--- src/rtl/rx_token_decoder.sv ---
// Receive decoder for USB token, SOF and handshake packets: PID complement, length and CRC5 checks.
// Optional build macro RX_ADDR_FILTER_EN rejects OUT/IN/SETUP tokens not addressed to dev_addr.

module rx_token_decoder #(
    parameter int TOKEN_BYTES = 3,
    parameter int ERR_CODE_W  = 2
) (
    input  logic                  clk,
    input  logic                  rst,
    input  logic [7:0]            rx_byte,
    input  logic                  rx_byte_valid,
    input  logic                  rx_sop,
    input  logic                  rx_eop,
    input  logic                  rx_handshake_on,
    input  logic [6:0]            dev_addr,
    output logic                  rx_pid_en,
    output logic [3:0]            rx_pid,
    output logic [10:0]           rx_token_field,
    output logic                  rx_err,
    output logic [ERR_CODE_W-1:0] rx_err_code
);

    // Token body is the bytes after the PID minus the 5 CRC bits.
    localparam int FIELD_W = (TOKEN_BYTES - 1) * 8 - 5;

    localparam logic [3:0] PID_OUT   = 4'b0001;
    localparam logic [3:0] PID_IN    = 4'b1001;
    localparam logic [3:0] PID_SETUP = 4'b1101;
    localparam logic [3:0] PID_SOF   = 4'b0101;
    localparam logic [3:0] PID_ACK   = 4'b0010;
    localparam logic [3:0] PID_NAK   = 4'b1010;
    localparam logic [3:0] PID_STALL = 4'b1110;
    localparam logic [3:0] PID_DATA0 = 4'b0011;
    localparam logic [3:0] PID_DATA1 = 4'b1011;

    localparam logic [ERR_CODE_W-1:0] ERR_PID  = ERR_CODE_W'(0);
    localparam logic [ERR_CODE_W-1:0] ERR_LEN  = ERR_CODE_W'(1);
    localparam logic [ERR_CODE_W-1:0] ERR_CRC  = ERR_CODE_W'(2);
    localparam logic [ERR_CODE_W-1:0] ERR_ADDR = ERR_CODE_W'(3);

    typedef enum logic [2:0] {IDLE, TOK1, TOK2, HS_END, SKIP, END_WAIT} state_t;
    typedef enum logic [1:0] {PC_TOKEN, PC_HANDSHAKE, PC_DATA, PC_BAD} pid_class_t;

    function automatic pid_class_t classify(input logic [7:0] b);
        pid_class_t cls;
        if (b[7:4] != ~b[3:0]) begin
            cls = PC_BAD;
        end else begin
            case (b[3:0])
                PID_OUT, PID_IN, PID_SETUP, PID_SOF: cls = PC_TOKEN;
                PID_ACK, PID_NAK, PID_STALL:         cls = PC_HANDSHAKE;
                PID_DATA0, PID_DATA1:                cls = PC_DATA;
                default:                             cls = PC_BAD;
            endcase
        end
        return cls;
    endfunction

    // Returns the CRC5 as it appears on the wire: inverted residue, bit-reversed.
    function automatic logic [4:0] crc5_wire(input logic [FIELD_W-1:0] f);
        logic [4:0] c;
        logic [4:0] res;
        logic       fb;
        c = 5'b11111;
        for (int i = 0; i < FIELD_W; i++) begin
            fb = f[i] ^ c[4];
            c  = {c[3:0], 1'b0} ^ (fb ? 5'b00101 : 5'b00000);
        end
        for (int i = 0; i < 5; i++) res[i] = ~c[4-i];
        return res;
    endfunction

    state_t                state_q, state_d;
    logic [3:0]            pid_q, pid_d;
    logic [FIELD_W-1:0]    field_q, field_d;
    logic [4:0]            crc_q, crc_d;
    logic                  skip_err_q, skip_err_d;
    logic [ERR_CODE_W-1:0] skip_code_q, skip_code_d;
    logic                  pid_en_d, err_d, field_load_d;
    logic [ERR_CODE_W-1:0] err_code_d;
    logic                  addr_reject;

`ifdef RX_ADDR_FILTER_EN
    assign addr_reject = (pid_q != PID_SOF) && (field_q[6:0] != dev_addr);
`else
    logic unused_dev_addr;
    assign addr_reject     = 1'b0;
    assign unused_dev_addr = ^dev_addr;
`endif

    // NOTE: every variable gets a default before any branch so no path leaves it unassigned (no latches).
    always_comb begin
        state_d      = state_q;
        pid_d        = pid_q;
        field_d      = field_q;
        crc_d        = crc_q;
        skip_err_d   = skip_err_q;
        skip_code_d  = skip_code_q;
        pid_en_d     = 1'b0;
        err_d        = 1'b0;
        err_code_d   = '0;
        field_load_d = 1'b0;

        if (rx_sop && rx_byte_valid) begin
            // A start-of-packet byte always restarts decoding, dropping any packet in progress.
            pid_d       = rx_byte[3:0];
            skip_err_d  = 1'b0;
            skip_code_d = '0;
            case (classify(rx_byte))
                PC_TOKEN:     state_d = TOK1;
                PC_HANDSHAKE: state_d = HS_END;
                PC_DATA:      state_d = SKIP;
                default: begin
                    state_d     = SKIP;
                    skip_err_d  = 1'b1;
                    skip_code_d = ERR_PID;
                end
            endcase
        end else begin
            case (state_q)
                IDLE: ;
                TOK1: begin
                    if (rx_byte_valid) begin
                        field_d[7:0] = rx_byte;
                        state_d      = TOK2;
                    end else if (rx_eop) begin
                        err_d      = 1'b1;
                        err_code_d = ERR_LEN;
                        state_d    = IDLE;
                    end
                end
                TOK2: begin
                    if (rx_byte_valid) begin
                        field_d[FIELD_W-1:8] = rx_byte[FIELD_W-9:0];
                        crc_d                = rx_byte[7:FIELD_W-8];
                        state_d              = END_WAIT;
                    end else if (rx_eop) begin
                        err_d      = 1'b1;
                        err_code_d = ERR_LEN;
                        state_d    = IDLE;
                    end
                end
                END_WAIT: begin
                    if (rx_byte_valid) begin
                        skip_err_d  = 1'b1;
                        skip_code_d = ERR_LEN;
                        state_d     = SKIP;
                    end else if (rx_eop) begin
                        state_d = IDLE;
                        if (crc_q != crc5_wire(field_q)) begin
                            err_d      = 1'b1;
                            err_code_d = ERR_CRC;
                        end else if (addr_reject) begin
                            err_d      = 1'b1;
                            err_code_d = ERR_ADDR;
                        end else begin
                            pid_en_d     = 1'b1;
                            field_load_d = 1'b1;
                        end
                    end
                end
                HS_END: begin
                    if (rx_byte_valid) begin
                        skip_err_d  = 1'b1;
                        skip_code_d = ERR_LEN;
                        state_d     = SKIP;
                    end else if (rx_eop) begin
                        pid_en_d = rx_handshake_on;
                        state_d  = IDLE;
                    end
                end
                SKIP: begin
                    // Errors found mid-packet are held here and reported only once the packet ends.
                    if (rx_eop) begin
                        err_d      = skip_err_q;
                        err_code_d = skip_code_q;
                        state_d    = IDLE;
                    end
                end
                default: state_d = IDLE;
            endcase
        end
    end

    // NOTE: sequential state uses non-blocking assignments so all registers update from pre-edge values.
    always_ff @(posedge clk) begin
        if (rst) begin
            state_q        <= IDLE;
            pid_q          <= '0;
            field_q        <= '0;
            crc_q          <= '0;
            skip_err_q     <= 1'b0;
            skip_code_q    <= '0;
            rx_pid_en      <= 1'b0;
            rx_err         <= 1'b0;
            rx_err_code    <= '0;
            rx_pid         <= '0;
            rx_token_field <= '0;
        end else begin
            state_q     <= state_d;
            pid_q       <= pid_d;
            field_q     <= field_d;
            crc_q       <= crc_d;
            skip_err_q  <= skip_err_d;
            skip_code_q <= skip_code_d;
            rx_pid_en   <= pid_en_d;
            rx_err      <= err_d;
            rx_err_code <= err_code_d;
            if (pid_en_d)     rx_pid         <= pid_q;
            // Handshakes carry no field, so the last token field stays visible.
            if (field_load_d) rx_token_field <= field_q;
        end
    end

endmodule

--- config.mk ---
export PLATFORM = sky130hd
export DESIGN_NAME = rx_token_decoder
export DESIGN_NICKNAME = d
export VERILOG_FILES = /design/src/rtl/rx_token_decoder.sv
export SDC_FILE = /design/constraint.sdc
export NUM_CORES = 1
export LEC_CHECK = 0
export ABC_CLOCK_PERIOD_IN_PS = 5100
export BUFFER_PORTS_ARGS = -buffer_cell sky130_fd_sc_hd__buf_2
export CAP_MARGIN = 20
export CORE_ASPECT_RATIO = 0.75
export CORE_MARGIN = 2
export CORE_UTILIZATION = 30
export CTS_CLUSTER_DIAMETER = 150
export CTS_CLUSTER_SIZE = 24
export DETAILED_ROUTE_END_ITERATION = 12
export GPL_TIMING_DRIVEN = 0
export PLACE_DENSITY = 0.44
export SLEW_MARGIN = 25
export SYNTH_ARGS = -nofsm -noshare
export SYNTH_HDL_FRONTEND = slang
export SYNTH_SLANG_ARGS = --single-unit
--- constraint.sdc ---
create_clock -name clk -period 5.1 [get_ports clk]
set_clock_uncertainty 0.15 [all_clocks]
set_input_delay 1.02 -clock clk [delete_from_list [all_inputs] [get_ports clk]]
set_output_delay 1.02 -clock clk [all_outputs]
set_load 0.005 [all_outputs]
* Yosys cells after proc, flatten, opt, wreduce, memory -nomap -nowiden
Memories as Yosys holds them, arrays and structs flattened. Cells that the tools add are included.
Cells by class: equality and inequality tests 10, muxes and demuxes 47, bitwise operators 28, reduce and logical (&&, ||, !) cells 13
Operator list (number):
- 5-bit by 3-bit XOR with 5-bit output | 10
- 3-bit 2-to-1 mux | 16
- 1-bit 2-to-1 mux | 20
- 3-bit one-hot mux with 5 select lines | 1
- 2-bit 2-to-1 mux | 6
- 1-bit XOR | 10
- 3-bit by 2-bit == test with 1-bit output (second input constant) | 2
- 3-bit == test (second input constant) | 2
- 1-bit inverter | 6
- 2-bit one-hot mux with 3 select lines | 1
- 3-bit one-hot mux with 2 select lines | 1
- 3-bit AND reduction | 2
- 2-bit OR reduction | 3
- 5-bit inequality test | 1
- 4-bit inequality test | 1
- 2-bit inverter with 4-bit output | 1
- 4-bit inverter | 1
- 2-bit AND reduction | 2
- 2-bit nonzero test | 2
- 3-bit by 1-bit == test with 1-bit output (second input constant) | 1
- 3-bit logical NOT | 1
- 1-bit one-hot mux with 3 select lines | 1
- 3-bit OR reduction | 1
- 2-bit by 1-bit == test with 1-bit output (second input constant) | 1
- 5 further kinds | 5
Word-level totals: register bits after elaboration 44, ROM bits 32, input port bits 21, output and inout port bits 19, memories 1
Memory list:
- (name not given) | depth 16, width 2, read ports 1, clocked after Yosys merged registers in 0, write ports 0, RTL line 49 | case (b[3:0])

* Logic depth before layout (Yosys ltp)
Gate-level depths: netlist of the first run.
depth after elaboration 39, mapped depth 10, depth with buffers taken out 7

* Worst setup path after synthesis of the first run
OpenSTA, ideal clock, no wires.
path type input to register, start input port rx_byte_valid, end register field_q[0], library setup time 0.128 ns, arrival 2.389 ns, path slack 2.433 ns, cell stages on the path 5, path through clkbuf_1 > nand2_1 > nor4_2 > mux2i_1 > nor2_1
Between the ends: longest elaborated chain between the ends 3
RTL lines:
- start: declaration | RTL line 11 | input logic rx_byte_valid,
- 1-bit logical AND | RTL line 104 | if (rx_sop && rx_byte_valid) begin
- 1-bit inverter (no source line)
- 3-bit AND reduction (no source line) (*)
- end signal: assignment | RTL line 202 | field_q <= field_d;
- end: declaration | RTL line 75 | logic [FIELD_W-1:0] field_q, field_d;
Mark *: on every way between the ends. The rest lies on a longest branch, timed or not. A chain may end at the register's enable or synchronous reset.

* Final worst setup path of the first run
start register field_q[1], end register rx_token_field[0]
Between the ends: longest elaborated chain between the ends 25
RTL lines:
- 1-bit XOR (*) | RTL line 66 | fb = f[i] ^ c[4];
- 3-bit 2-to-1 mux (*) | RTL line 67 | c = {c[3:0], 1'b0} ^ (fb ? 5'b00101 : 5'b00000);
- 5-bit by 3-bit XOR with 5-bit output (*) (3 in a row) | RTL line 67
- 1-bit XOR | RTL line 66
- 3-bit 2-to-1 mux | RTL line 67
- 5-bit by 3-bit XOR with 5-bit output (*) (3 in a row) | RTL line 67
- 1-bit XOR | RTL line 66
- 3-bit 2-to-1 mux | RTL line 67
- (+5 left out)
- 5-bit by 3-bit XOR with 5-bit output (*) | RTL line 67
- 1-bit inverter | RTL line 69 | for (int i = 0; i < 5; i++) res[i] = ~c[4-i];
- 5-bit inequality test (*) | RTL line 150 | if (crc_q != crc5_wire(field_q)) begin
- 1-bit 2-to-1 mux (*) | RTL line 150
- 1-bit 2-to-1 mux (*) | RTL line 148 | end else if (rx_eop) begin
- 1-bit 2-to-1 mux (*) | RTL line 144 | if (rx_byte_valid) begin
- 1-bit 2-to-1 mux (*) | RTL line 120 | case (state_q)
- 1-bit 2-to-1 mux (*) | RTL line 104
- end signal: assignment | RTL line 211 | if (field_load_d) rx_token_field <= field_q;
- end: declaration | RTL line 18 | output logic [10:0] rx_token_field,
Marks and branches as above.

==> run metrics, run 1 <==
outcome=finished clean; Worst setup endpoint=rx_token_field[0]$_SDFFE_PP0P_; Vias per Instance=about 4.7; Max Cap Violations=0; minimum clock period=2610 ps; Setup Crit Path Kind=reg -> reg; Root Buffer=clkbuf_8; io pins=40; total number of yosys warnings=0; clock buffer depth=2; Post-Route Setup TNS=0 ps; Synth Instances=222; die area=0.00771 mm²; ranking of synthesized cells by area=dfxtp_1 (42%), mux2i_1 (15%), nor2_1 (6.4%), xnor2_1 (5.8%), nand2b_1 (4.5%); flop-to-flop setup slack=2490 ps; Commonest cells post-synth=dfxtp_1 (44), nor2_1 (36), mux2i_1 (32), nand2_1 (17), nand2b_1 (15); DRC violations left=0; final hold vios=0; drt wl/cell=roughly 14 µm; drt total wl=between 4000 and 5000 µm; design area=0.00248 mm²; FF+latch area=~900 µm²; RSZ-0062 raised after global routing=no; drt first pass iters=4; share of the synthesized area in the top cell type=between 40% and 50%; Levels on crit path=9; post-synth cell types=36; die width=101 µm; # hold bufs at CTS=0; crit path launch type=register; Layout area overhead=17.7%; vias=about 1600; count leader, synth=dfxtp_1; layout cells sized above 1=18.4%; biggest cell delay along the critical path=490 ps; Slew HR=41.8%; largest vdd supply drop=0.000102 V; number of port buffers=31; ys async rst share=0%; Highest Clock Rate=382 MHz; leakage=0.937 nW; crit end category=register; top_reg_cell synth=dfxtp_1; Slew @ Worst Pin=866 ps; via count of the first global-routing pass=1544; postcts setup bufs=0; fin crit share=51.3%; RR Endpoint=rx_token_field[0]$_SDFFE_PP0P_; RR Startpoint=field_q[1]$_SDFFE_PP0P_; Syn Area/Cell=9.48 µm²; CTS tree=built; Filler Cell Count=729; Slew Limit Fails=0; gpl congestion=between 0.7 and 0.8; PostCTS Resize Cnt=0; Clock Latency Late Sink=290 ps; initial antenna violation count=0; Placement Rows=26; GRT Total Usage=a little over an eighth; largest net degree at the start of global routing=14; post-synthesis register bit count=44; Initial Utilization=31.0%; TritonCTS sink count=44; Max FO, Critical Path=10; Cell Area, Placed=approximately 0.0024 mm²; Overall Power=0.623 mW; global route overflow=0; Hold Path Class=reg -> reg; 1st-iter DRT viols=50; core box area=0.00680 mm²; leading area contributor after synthesis=dfxtp_1; n_diodes=0; sequential cell area fraction in the yosys report=41.9%; CP max stage cell=xnor3_1; critical path cell sequence=xnor3_1, xnor2_1, or2_2, o221ai_1, and4_1, buf_6, buf_12, mux2i_1, nor2_1; Top Family by Delay on Critical Path=XOR/XNOR gates; HPWL after detailed placement=about 3600 µm; Setup violations, final=0; power density cells=252 mW/mm²; area of the multi-input gates=0.00116 mm²; Post-DRT Antenna Nets=0; Post-synth EDFFs=0; WP buf/inv=2; H-tree levels=2; CTS clk-pin slew, worst paths=90 ps; Syn Nets=244; Post-Syn Area=0.00210 mm²; total CTS buffers=5; Req. time, crit path=roughly 5000 ps; Worst Reg-to-Reg Cells=9; Die H=76.5 µm; first-pass GRT wire length=8110 µm; nets=approximately 280; WP data arrival=2630 ps; CP Launch Point=field_q[1]$_SDFFE_PP0P_
[worst register-to-register path, stage by stage, from the launching register on]
cell      delay, ps
dfxtp_1         440
xnor3_1         490
xnor2_1         160
or2_2           290
o221ai_1        200
and4_1          230
buf_6           130
buf_12          140
mux2i_1         210
nor2_1           50
[per-stage QoR]
stage,hold slack [ps],cells,setup WS (ps),utilization (%)
after global routing,344,345,2280,36.4
after detailed placement,298,337,2230,35.0
final,308,345,2490,36.4
after floorplan,287,222,2430,-
after global placement,297,337,1850,34.8
after CTS,310,345,2460,36.4
[sequential cells by signal, indices dropped and copies added, names as in the netlist]
signal / cells
crc_q: 5
pid_q: 4
skip_err_q: 1
state_q: 3
rx_token_field: 11
skip_code_q: 1
rx_pid: 4
rx_pid_en: 1
field_q: 11
rx_err: 1
rx_err_code: 2
[layer usage]
layer	GRT usage, %	share of wire [%]	vias up
met5	0	0	-
met3	3.21	3.8	2
met4	3.29	0.73	0
met1	21.0	55	765
li1	-	-	831
met2	18.8	40	27
[kinds of logic (layout without fill, tap and decap cells)]
logic type	count (synthesis)	after routing	synth area share, %
compound gates	24	24	7.79
xor+xnor	19	19	10.6
fa+ha+maj	1	1	0.594
buf+inv	14	53	3.69
flops	44	44	41.9
mux	32	32	15.2
simple gates	88	88	20.3
[cells in the final DEF (no fill, tap or decap), drive strengths merged]
cell type  instances
nor4               3
xnor3              4
clkinvlp           1
nand3              2
nand2b            15
nand3b             1
o32ai              1
xnor2             14
mux2i             32
buf               34
o21ai              2
nor3b              1
inv                2
a311oi             1
ha                 1
dfxtp             44
and4               1
nand2             17
o21a               1
or2                2
o221ai             2
or4b               1
a31oi              2
and2               1
a21oi             14
xor2               1
nor3               8
a21o               1
clkbuf            16
nor2              36
[area by class of cell]
type,count,share of cell area [%]
buffer,12,2.83
inverter,2,0.303
multi-input combinational,164,47.0
tap,84,4.24
clock buffer,7,3.49
timing repair buffer,31,6.27
sequential,44,35.6
clock inverter,1,0.303
[how the worst min path moves through the flow]
stage                           from                      to  slack (ps)  cells after the start
2_1_floorplan  pid_q[0]$_SDFFE_PP0P_   pid_q[0]$_SDFFE_PP0P_         290                      2
4_1_cts        pid_q[0]$_SDFFE_PP0P_   pid_q[0]$_SDFFE_PP0P_         310                      2
3_3_place_gp   pid_q[2]$_SDFFE_PP0P_   pid_q[2]$_SDFFE_PP0P_         300                      2
3_5_place_dp   pid_q[0]$_SDFFE_PP0P_   pid_q[0]$_SDFFE_PP0P_         300                      2
5_1_grt        pid_q[2]$_SDFFE_PP0P_  rx_pid[2]$_SDFFE_PP0P_         340                      2
6_report       pid_q[2]$_SDFFE_PP0P_   pid_q[2]$_SDFFE_PP0P_         310                      2
[power breakdown]
group	leakage, nW	internal (mW)	switching, mW	total [mW]
registers	0.355	0.346	0.00199	0.348
clock network	0.0445	0.110	0.117	0.227
logic	0.537	0.0177	0.0297	0.0474
Power figures use the tool's default switching activity.
==> inputs of run 2 (changes only) <==
--- a/config.mk
+++ b/config.mk
@@ -5,7 +5,7 @@
 export SDC_FILE = /design/constraint.sdc
 export NUM_CORES = 1
 export LEC_CHECK = 0
-export ABC_CLOCK_PERIOD_IN_PS = 5100
+export ABC_CLOCK_PERIOD_IN_PS = 2400
 export BUFFER_PORTS_ARGS = -buffer_cell sky130_fd_sc_hd__buf_2
 export CAP_MARGIN = 20
 export CORE_ASPECT_RATIO = 0.75
@@ -15,7 +15,7 @@
 export CTS_CLUSTER_SIZE = 24
 export DETAILED_ROUTE_END_ITERATION = 12
 export GPL_TIMING_DRIVEN = 0
-export PLACE_DENSITY = 0.44
+export PLACE_DENSITY = 0.46
 export SLEW_MARGIN = 25
 export SYNTH_ARGS = -nofsm -noshare
 export SYNTH_HDL_FRONTEND = slang
==> constraint.sdc (replaced) <==
create_clock -name clk -period 2.4 [get_ports clk]
set_clock_uncertainty 0.15 [all_clocks]
set_input_delay 0.48 -clock clk [delete_from_list [all_inputs] [get_ports clk]]
set_output_delay 0.48 -clock clk [all_outputs]
set_load 0.005 [all_outputs]
==> run 2 against run 1 <==
Against the previous run:
- the flow now finishes with violations (setup timing)
- power is 120% higher
- design area is 5.5% higher
- sequential share of layout area is 1.6 points lower
- hold slack hardly changed
- worst setup slack worse by 2500 ps
- routed wire length is 4.2% higher
- global-route usage hardly changed
- critical endpoint is now rx_token_field[8]$_SDFFE_PP0P_
- sequential power is 110% higher
- first-iteration DRC count stayed put
- maximum frequency is 7.1% higher
- utilization is 2.0 points higher
==> run metrics, run 2 (synthesized netlist as in run 1, its figures left out) <==
layout cells sized above 1=25.2% (+6.8 points); Top Usage Layer GRT=met1; drt total wl=5010 µm (+4.2%); Initial Utilization=31.0% (unchanged); die area=0.00771 mm² (unchanged); Setup Crit Path Kind=reg -> reg; largest vdd supply drop=0.000241 V (+140%); CTS clk-pin slew, worst paths=80 ps (about the same); M1 GR Usage=20.2% (-0.82 points); worst hold slack=309 ps (+0.220 ps); crit path launch type=register; met2 Usage GRT=18.9% (+0.067 points); failing checks=setup timing; Max Cap Violations=0 (unchanged); TritonCTS sink count=44 (unchanged); clock buffer depth=2 (unchanged); Slew @ Worst Pin=801 ps (-65.0 ps); Slew HR=46.2% (+4.4 points); minimum clock period=2440 ps (-173 ps); fin crit share=102% (+50 points); largest net degree at the start of global routing=14 (unchanged); outcome=finished with violations; DRC violations left=0 (unchanged); Layout area overhead=24.1%; drt first pass iters=4 (unchanged); Die H=76.5 µm (unchanged); via count of the first global-routing pass=1531 (-0.84%); core box area=0.00680 mm² (unchanged); Final WS setup=-42.1 ps (-2530 ps); Clock Latency Late Sink=300 ps (about the same); 1st-iter DRT viols=50 (unchanged); gpl congestion=0.753 (-3.8%); global route overflow=0 (unchanged); power density cells=513 mW/mm² (+100%); initial antenna violation count=0 (unchanged); Post-DRT Antenna Nets=0 (unchanged); Root Buffer=clkbuf_8; vias=1608 (-1.0%); RR Endpoint=rx_token_field[8]$_SDFFE_PP0P_; Top Registers=field_q (11), rx_token_field (11), crc_q (5); nets=287 (+1.8%); Cell Area, Placed=0.00238 mm² (unchanged); RR Startpoint=field_q[1]$_SDFFE_PP0P_; Core Util, Final=38.4% (+2.0 points); Max FO, Critical Path=5 (-5); crit end category=register; Vias per Instance=4.59 (-2.5%); Worst Reg-to-Reg Cells=9 (unchanged); Req. time, crit path=2420 ps (-2700 ps); H-tree levels=2 (unchanged); most common cell after layout, fill and taps aside=dfxtp_1; CTS tree=built; number of port buffers=31 (unchanged); Hold Path Class=reg -> reg; n_diodes=0 (unchanged); die width=101 µm (unchanged); Placement Rows=26 (unchanged); Hold EP=pid_q[0]$_SDFFE_PP0P_; HPWL after detailed placement=3530 µm (-2.8%); leakage=0.988 nW (+5.4%); RSZ-0062 raised after global routing=yes; first-pass GRT wire length=8000 µm (-1.4%); io pins=40 (unchanged); # hold bufs at CTS=0 (unchanged); final hold vios=0 (unchanged); design area=0.00261 mm² (+5.5%); WHS Path Cells=2 (unchanged); Highest Clock Rate=409 MHz (+7.1%); Setup violations, final=11 (+11); flop-to-flop setup slack=-40 ps (-2530 ps); WP data arrival=2460 ps (-170 ps); Slew Limit Fails=0 (unchanged); met3 Usage GRT=4.31% (+1.1 points); hold_sp=pid_q[0]$_SDFFE_PP0P_; most frequent cells in the layout=dfxtp_1 (40), nor2_1 (36), buf_2 (32); total CTS buffers=5 (unchanged); GRT Total Usage=13.6% (about the same); drt wl/cell=14.3 µm (+2.8%)
==> run 2: cell types whose count changed in the layout (fill, tap and decap cells not counted), moves of 2 or more <==
| cell | change |
|---|---|
| dfxtp_1 | -4 |
| xnor2_1 | -4 |
| buf_4 | +3 |
| dfxtp_2 | +3 |
| xnor2_2 | +3 |
| or2_4 | +2 |
==> run 2: worst max-delay path by stage <==
stage               slack, ps               startpoint  depth (start not counted)                        endpoint
finish                    -40  field_q[1]$_SDFFE_PP0P_                          9  rx_token_field[8]$_SDFFE_PP0P_
detailed placement       -270  field_q[1]$_SDFFE_PP0P_                          9  rx_token_field[0]$_SDFFE_PP0P_
floorplan                  30  field_q[1]$_SDFFE_PP0P_                          9  rx_token_field[2]$_SDFFE_PP0P_
CTS                       -60  field_q[2]$_SDFFE_PP0P_                          9  rx_token_field[0]$_SDFFE_PP0P_
global placement         -230  field_q[1]$_SDFFE_PP0P_                          9  rx_token_field[7]$_SDFFE_PP0P_
global route             -180  field_q[1]$_SDFFE_PP0P_                          9  rx_token_field[5]$_SDFFE_PP0P_
==> run 2: worst max-delay path, stage by stage, from the launching register on <==
cell       delay [ps]
dfxtp_4           380
xnor3_2           470
xnor2_2           170
or2_4             240
o221ai_2          160
and4_1            210
buf_6             150
clkbuf_16         160
mux2i_1           180
nor2_1             50
==> run 2: layer usage <==
| layer | wire length (µm) | part of all wire [%] | vias to the layer above |
|---|---|---|---|
| met5 | 0 | 0 | - |
| met1 | 2680 | 53 | 737 |
| li1 | - | - | 838 |
| met3 | 221 | 4.4 | 2 |
| met2 | 2070 | 41 | 31 |
| met4 | 43 | 0.86 | 0 |
==> run 2: through the flow <==
| step | TNS (ps) | instances | total power, mW | setup WS (ps) |
|---|---|---|---|---|
| finish | -283 | 350 | 1.34 | -42.1 |
| global placement | -5720 | 337 | 0.858 | -233 |
| global route | -1610 | 350 | 1.41 | -176 |
| CTS | -462 | 347 | 1.36 | -57.0 |
| floorplan | 0 | 222 | 0.816 | 27.1 |
| detailed placement | -3060 | 337 | 0.859 | -272 |
==> run 2: repair_timing <==
action | CTS | global route
cloned | 0 | 1
setup buffers | 2 | 2
pin swaps | 3 | 5
setup endpoints to repair | 16 | 15
gates resized for setup | 13 | 5
==> run 2: where the power goes <==
part / internal, mW / switching [mW] / leakage [nW] / total [mW]
registers: 0.735 / 0.00434 / 0.357 / 0.739
clock network: 0.234 / 0.258 / 0.0445 / 0.492
logic: 0.0422 / 0.0658 / 0.586 / 0.108
total: 1.01 / 0.328 / 0.988 / 1.34
==> run 2: cell type report <==
type	instances	area, µm²
Sequential cell	44	888
Clock buffer	7	86.3
Buffer	12	70.1
Tap cell	84	105
Clock inverter	1	7.51
Inverter	2	7.51
Multi-Input combinational cell	164	1230
Fill cell	713	4190
Timing Repair Buffer	36	214
